===== src/rtl/ad_bus_pkg.sv =====
// Shared types for the multiplexed address/data bus master: one-hot phase
// states, default bus width and the registered request command.
package ad_bus_pkg;

  localparam int unsigned AD_W_DEFAULT = 8;

  typedef enum logic [4:0] {
    IDLE   = 5'b00001,
    ADDR   = 5'b00010,
    STROBE = 5'b00100,
    TURN   = 5'b01000,
    DONE   = 5'b10000
  } ad_bus_state_e;

  typedef struct packed {
    logic                    write;
    logic [AD_W_DEFAULT-1:0] addr;
    logic [AD_W_DEFAULT-1:0] wdata;
  } ad_bus_cmd_t;

endpackage


===== src/rtl/ad_bus_phase_counter.sv =====
// Loadable down-counter with a zero flag; times the STROBE and TURN phases.
module ad_bus_phase_counter #(
  parameter int unsigned CNT_W = 2
) (
  input  logic             clock,
  input  logic             reset,
  input  logic             load,
  input  logic [CNT_W-1:0] load_val,
  input  logic             dec,
  output logic             zero
);

  logic [CNT_W-1:0] cnt_q;
  logic [CNT_W-1:0] cnt_d;

  always_comb begin
    cnt_d = cnt_q;
    if (load) begin
      cnt_d = load_val;
    end else if (dec && (cnt_q != '0)) begin
      cnt_d = cnt_q - CNT_W'(1);
    end
  end

  always_ff @(posedge clock) begin
    if (reset) begin
      cnt_q <= '0;
    end else begin
      cnt_q <= cnt_d;
    end
  end

  assign zero = (cnt_q == '0);

endmodule


===== src/rtl/ad_bus_master.sv =====
// Initiator for the multiplexed AD bus: one ADDR / STROBE / TURN / DONE
// bus cycle per accepted request, with a one-cycle response pulse.
module ad_bus_master
  import ad_bus_pkg::*;
#(
  parameter int unsigned AD_W          = AD_W_DEFAULT,
  parameter int          STROBE_CYCLES = 2,
  parameter int          TURN_CYCLES   = 1
) (
  input  logic            clock,
  input  logic            reset,
  input  logic            req_valid,
  output logic            req_ready,
  input  logic            req_write,
  input  logic [AD_W-1:0] req_addr,
  input  logic [AD_W-1:0] req_wdata,
  output logic            rsp_valid,
  output logic [AD_W-1:0] rsp_rdata,
  output logic [AD_W-1:0] ad_out,
  output logic            ad_oe,
  input  logic [AD_W-1:0] ad_in,
  output logic            ALE,
  output logic            CS,
  output logic            rdb,
  output logic            wrb
);

  if (STROBE_CYCLES < 1 || TURN_CYCLES < 1) begin : g_bad_cycles
    $error("ad_bus_master: STROBE_CYCLES and TURN_CYCLES must both be >= 1");
  end

  localparam int unsigned MAX_CYC     = (STROBE_CYCLES > TURN_CYCLES) ? STROBE_CYCLES : TURN_CYCLES;
  localparam int unsigned CNT_W       = $clog2(MAX_CYC + 1);
  localparam logic [CNT_W-1:0] STROBE_LOAD = CNT_W'(STROBE_CYCLES - 1);
  localparam logic [CNT_W-1:0] TURN_LOAD   = CNT_W'(TURN_CYCLES - 1);

  // Same shape as ad_bus_cmd_t, but sized by AD_W so non-default widths build.
  typedef struct packed {
    logic            write;
    logic [AD_W-1:0] addr;
    logic [AD_W-1:0] wdata;
  } cmd_t;

  ad_bus_state_e   state_q, state_d;
  cmd_t            cmd_q, cmd_d;
  logic [AD_W-1:0] rdata_q, rdata_d;
  logic            cnt_load, cnt_dec, cnt_zero;
  logic [CNT_W-1:0] cnt_load_val;

  ad_bus_phase_counter #(
    .CNT_W (CNT_W)
  ) u_phase_counter (
    .clock    (clock),
    .reset    (reset),
    .load     (cnt_load),
    .load_val (cnt_load_val),
    .dec      (cnt_dec),
    .zero     (cnt_zero)
  );

  always_comb begin
    state_d      = state_q;
    cmd_d        = cmd_q;
    rdata_d      = rdata_q;
    cnt_load     = 1'b0;
    cnt_load_val = '0;
    cnt_dec      = 1'b0;
    case (state_q)
      IDLE: begin
        if (req_valid) begin
          cmd_d   = '{write: req_write, addr: req_addr, wdata: req_wdata};
          state_d = ADDR;
        end
      end
      ADDR: begin
        cnt_load     = 1'b1;
        cnt_load_val = STROBE_LOAD;
        state_d      = STROBE;
      end
      STROBE: begin
        if (cnt_zero) begin
          cnt_load     = 1'b1;
          cnt_load_val = TURN_LOAD;
          state_d      = TURN;
          if (!cmd_q.write) begin
            rdata_d = ad_in;
          end
        end else begin
          cnt_dec = 1'b1;
        end
      end
      TURN: begin
        if (cnt_zero) begin
          state_d = DONE;
        end else begin
          cnt_dec = 1'b1;
        end
      end
      DONE:    state_d = IDLE;
      default: state_d = IDLE;
    endcase
  end

  // Bus outputs are pure decodes of the state plus the registered command.
  always_comb begin
    req_ready = 1'b0;
    rsp_valid = 1'b0;
    ALE       = 1'b0;
    CS        = 1'b0;
    rdb       = 1'b1;
    wrb       = 1'b1;
    ad_oe     = 1'b0;
    ad_out    = '0;
    case (state_q)
      IDLE: req_ready = 1'b1;
      ADDR: begin
        ALE    = 1'b1;
        CS     = 1'b1;
        ad_oe  = 1'b1;
        ad_out = cmd_q.addr;
      end
      STROBE: begin
        CS = 1'b1;
        if (cmd_q.write) begin
          wrb    = 1'b0;
          ad_oe  = 1'b1;
          ad_out = cmd_q.wdata;
        end else begin
          rdb = 1'b0;
        end
      end
      DONE:    rsp_valid = 1'b1;
      default: ;
    endcase
  end

  always_ff @(posedge clock) begin
    if (reset) begin
      state_q <= IDLE;
      cmd_q   <= '0;
      rdata_q <= '0;
    end else begin
      state_q <= state_d;
      cmd_q   <= cmd_d;
      rdata_q <= rdata_d;
    end
  end

  assign rsp_rdata = rdata_q;

endmodule

===== config.mk =====
export PLATFORM = sky130hd
export DESIGN_NAME = ad_bus_master
export DESIGN_NICKNAME = d
export VERILOG_FILES = /design/src/rtl/ad_bus_pkg.sv /design/src/rtl/ad_bus_phase_counter.sv /design/src/rtl/ad_bus_master.sv
export SDC_FILE = /design/constraint.sdc
export NUM_CORES = 1
export LEC_CHECK = 0
export CORE_MARGIN = 10
export CORE_UTILIZATION = 44
export DETAILED_ROUTE_END_ITERATION = 12
export GPL_TIMING_DRIVEN = 0
export PLACE_DENSITY = 0.79
export REMOVE_ABC_BUFFERS = 1
export SLEW_MARGIN = 20
export SYNTH_ARGS = -nofsm -noshare
export SYNTH_HDL_FRONTEND = slang
export SYNTH_SLANG_ARGS = --single-unit

===== constraint.sdc =====
create_clock -name clock -period 2.25 [get_ports clock]
set_input_delay 0.675 -clock clock [delete_from_list [all_inputs] [get_ports clock]]
set_output_delay 0.675 -clock clock [all_outputs]
set_load 0.01 [all_outputs]

==> results by group <==
Run status
  – Status: finished with violations
  – Failing checks: setup timing

Setup path
  – Crit Path Class: flip-flop to output pin
  – CP Max Fanout: 6
  – Worst r2r src: u_phase_counter.cnt_q[0]$_SDFFE_PP0P_
  – Slowest cell delay on critical path: 390 ps
  – Worst path cell trace: nor4_4 -> buf_6 -> buf_4 -> buf_6 -> a22o_1 -> buf_2
  – Worst setup EP type: output pin
  – Worst r2r dst: rsp_rdata[7]$_SDFFE_PP0P_
  – Worst reg2reg path depth: 6
  – CP top delay family: buffers and inverters
  – Bufs and invs on worst path: 4
  – Critical path's slowest cell: dfxtp_4
  – Most numerous cell on the critical path: buf_6
  – Worst R2R Setup Slack: 640 ps
  – Worst Setup Start Kind: flip-flop
  – Arrival @ worst endpoint: 1630 ps
  – Worst Path Required: 1570 ps

Timing
  – Worst-margin pin slew: 573 ps
  – Fin Clk Skew: 5.73 ps
  – Worst setup margin: -52.1 ps
  – RSZ-0062 raised after global routing: yes
  – Fin crit period: 2300 ps
  – Pins Over Slew Limit: 0
  – Final Hold Vio Count: 0
  – Max transition margin: 0.618
  – Worst Hold Margin: 503 ps
  – Post-route setup TNS: -185 ps
  – Final setup viols: 5
  – Period utilization: 1.02
  – Fmax: 0.434 GHz

Placement
  – PortBufs: 50
  – Total placed cells including tap cells: 230
  – Pre-CTS setup slack: -566 ps
  – Gpl congestion: 0.781
  – DP HPWL: 2680 um

Logic synthesis
  – Post-synthesis sequential area ratio: 0.456
  – Post-synth EDFFs: 0
  – Syn. warnings: 0
  – Distinct cells, synth: 33
  – Asr flop ratio synth: 0
  – Mapped Area: 1410 um2
  – Top_reg_cell synth: dfxtp_1
  – Synthesized area per cell: 9.70 um2
  – Synth Register Bits: 32
  – Post-synthesis cell count: 145

Detailed routing
  – Via/cell ratio: 4.99
  – Drt total wl: 4010 um
  – DR iter-0 viols: 69
  – Final ANT Viol Nets: 0
  – Routed len/inst: 15.5 um
  – DRT Pass-1 Iters: 4
  – # DRC: 0
  – Via Count: 1292

CTS
  – CTS tree: built
  – Hold_buf cts: 0
  – Root buf cell: clkbuf_4
  – CTS clk-pin slew, worst paths: 90 ps
  – TritonCTS buffer count: 5
  – Clk sinks: 32
  – H-tree depth: 2
  – Worst skew pair latency: 330 ps
  – Clock Tree Buf Depth: 2

Min path
  – Hold path depth: 2
  – Worst Hold Class: flip-flop to flip-flop
  – HP Start: cmd_q[1]$_SDFFE_PP0P_
  – Hold endpoint: cmd_q[1]$_SDFFE_PP0P_

Power and ir drop
  – VDD IR max: 461 uV
  – Pwr per Cell Area: 527 nW/um2
  – P_leak: 1.01 nW

Cells and area
  – Final Util: 0.712
  – Multi-input logic area: 742 um2
  – Final-layout fill cell count: 240
  – FF+latch area: 659 um2
  – Layout Nets: 244
  – Fraction of layout instances using a drive strength above 1: 0.256
  – Ant diodes: 0
  – Layout area overhead: 54.6%
  – Post-Layout Cell Count: 259

Die
  – Top-Level Pins: 51
  – Row cnt: 20
  – Die Height: 76.5 um
  – Initial Util: 0.461
  – Die area: 5860 um2
  – Die width: 76.5 um
  – Core area: 3050 um2

GRT
  – Vias in the first global route: 1331
  – Initial antenna violation count: 0
  – GRT Resource Usage Total: 0.139
  – First-pass GRT wire length: 6600 um
  – Largest net degree at the start of global routing: 34
  – Gr ovfl total: 0

Flow run
  – # Max-Cap Violations: 0
[registers in the layout, summed over array words and instances, names as in the netlist]
signal                 count
cmd_q                     17
rsp_rdata                  8
state_q                    5
u_phase_counter.cnt_q      2
[layout by cell type (no fill, tap or decap), types with 2 or more instances in the layout]
| cell | instances |
|---|---|
| a21oi_1 | 2 |
| a22o_1 | 8 |
| buf_2 | 9 |
| buf_4 | 17 |
| buf_6 | 7 |
| clkbuf_4 | 5 |
| clkdlybuf4s50_1 | 34 |
| dfxtp_1 | 27 |
| dfxtp_4 | 5 |
| dlygate4sd2_1 | 3 |
| inv_1 | 4 |
| mux2i_1 | 25 |
| nand2_1 | 4 |
| nand2b_1 | 2 |
| nand4b_1 | 2 |
| nor2_1 | 29 |
| nor2_4 | 2 |
| nor4_1 | 2 |
| o21ai_0 | 2 |
| xnor2_1 | 3 |
[final cells by class]
cell class | instances | share of cell area
multi-input cells | 99 | 0.341
flip-flops and latches | 32 | 0.303
repair buffers | 73 | 0.302
well taps | 44 | 0.0253
clock buffers | 6 | 0.0190
inverters | 4 | 0.00690
clock inverters | 1 | 0.00230
[Yosys cell counts, types with 2 or more instances]
master    number  area (um2)
inv_1          4        15.0
nor4_1         3        18.8
nand4b_1       2        17.5
nand2b_1       3        18.8
xnor2_1        3        26.3
nor2_1        31         116
nand2_1        4        15.0
o21ai_0        2        10.0
a21oi_1        2        10.0
dfxtp_1       32         641
mux2i_1       25         250
buf_4          2        15.0
a22o_1         8        70.1
clkbuf_1       3        11.3
buf_2          3        15.0
[where the power goes]
group / switching, mW / leakage, nW / internal, mW
Combinational: 0.0932 / 0.719 / 0.136
Sequential: 0.0250 / 0.264 / 0.593
Clock: 0.184 / 0.0281 / 0.115
Total: 0.302 / 1.01 / 0.844
[stage by stage]
stage | instance area, um2 | total power, mW
2_1_floorplan | 1350 | 0.726
5_1_grt | 2170 | 1.21
3_3_place_gp | 1910 | 0.807
3_5_place_dp | 1920 | 0.819
4_1_cts | 2100 | 1.14
6_report | 2170 | 1.15
[metal layers]
| layer | global-route usage | share of wire | up-vias |
|---|---|---|---|
| li1 | - | - | 643 |
| met1 | 0.140 | 0.39 | 615 |
| met2 | 0.251 | 0.55 | 28 |
| met3 | 0.0483 | 0.051 | 6 |
| met4 | 0.0613 | 0.017 | 0 |
| met5 | 0 | 0 | - |
[logic make-up (layout without fill, tap and decap cells)]
logic type,after synthesis,in the layout,synth area share
AOI/OAI and AO/OA,16,16,0.0872
and+or+nand+nor,53,53,0.195
buffers and inverters,14,84,0.0507
xor gates and xnor gates,4,4,0.0249
muxes,25,25,0.178
DFF,32,32,0.456
adders and majority gates,1,1,0.00890
[timing repair]
item	4_1_cts	5_1_grt
setup buffers	14	8
resized for setup	68	7
pin swaps	7	5
setup endpoints to repair	32	12
cloned	0	0
[worst max-delay path by stage]
stage	start	end	slack, ps	depth (start not counted)
after floorplan	state_q[2]$_SDFFE_PP0P_	ad_out[0]	-520	3
after global placement	state_q[2]$_SDFFE_PP0P_	ad_out[0]	-1470	4
after detailed placement	state_q[2]$_SDFFE_PP0P_	ad_out[1]	-570	5
after CTS	state_q[2]$_SDFFE_PP0P_	ad_out[1]	-110	7
after global routing	state_q[3]$_SDFFE_PP0P_	ad_out[6]	-140	6
final	state_q[3]$_SDFFE_PP0P_	ad_out[5]	-50	6
[worst min-delay path, cell delays in order (launching register included)]
cell     delay, ps
dfxtp_1        330
mux2i_1         70
nor2_1          70
Power figures use the tool's default switching activity.
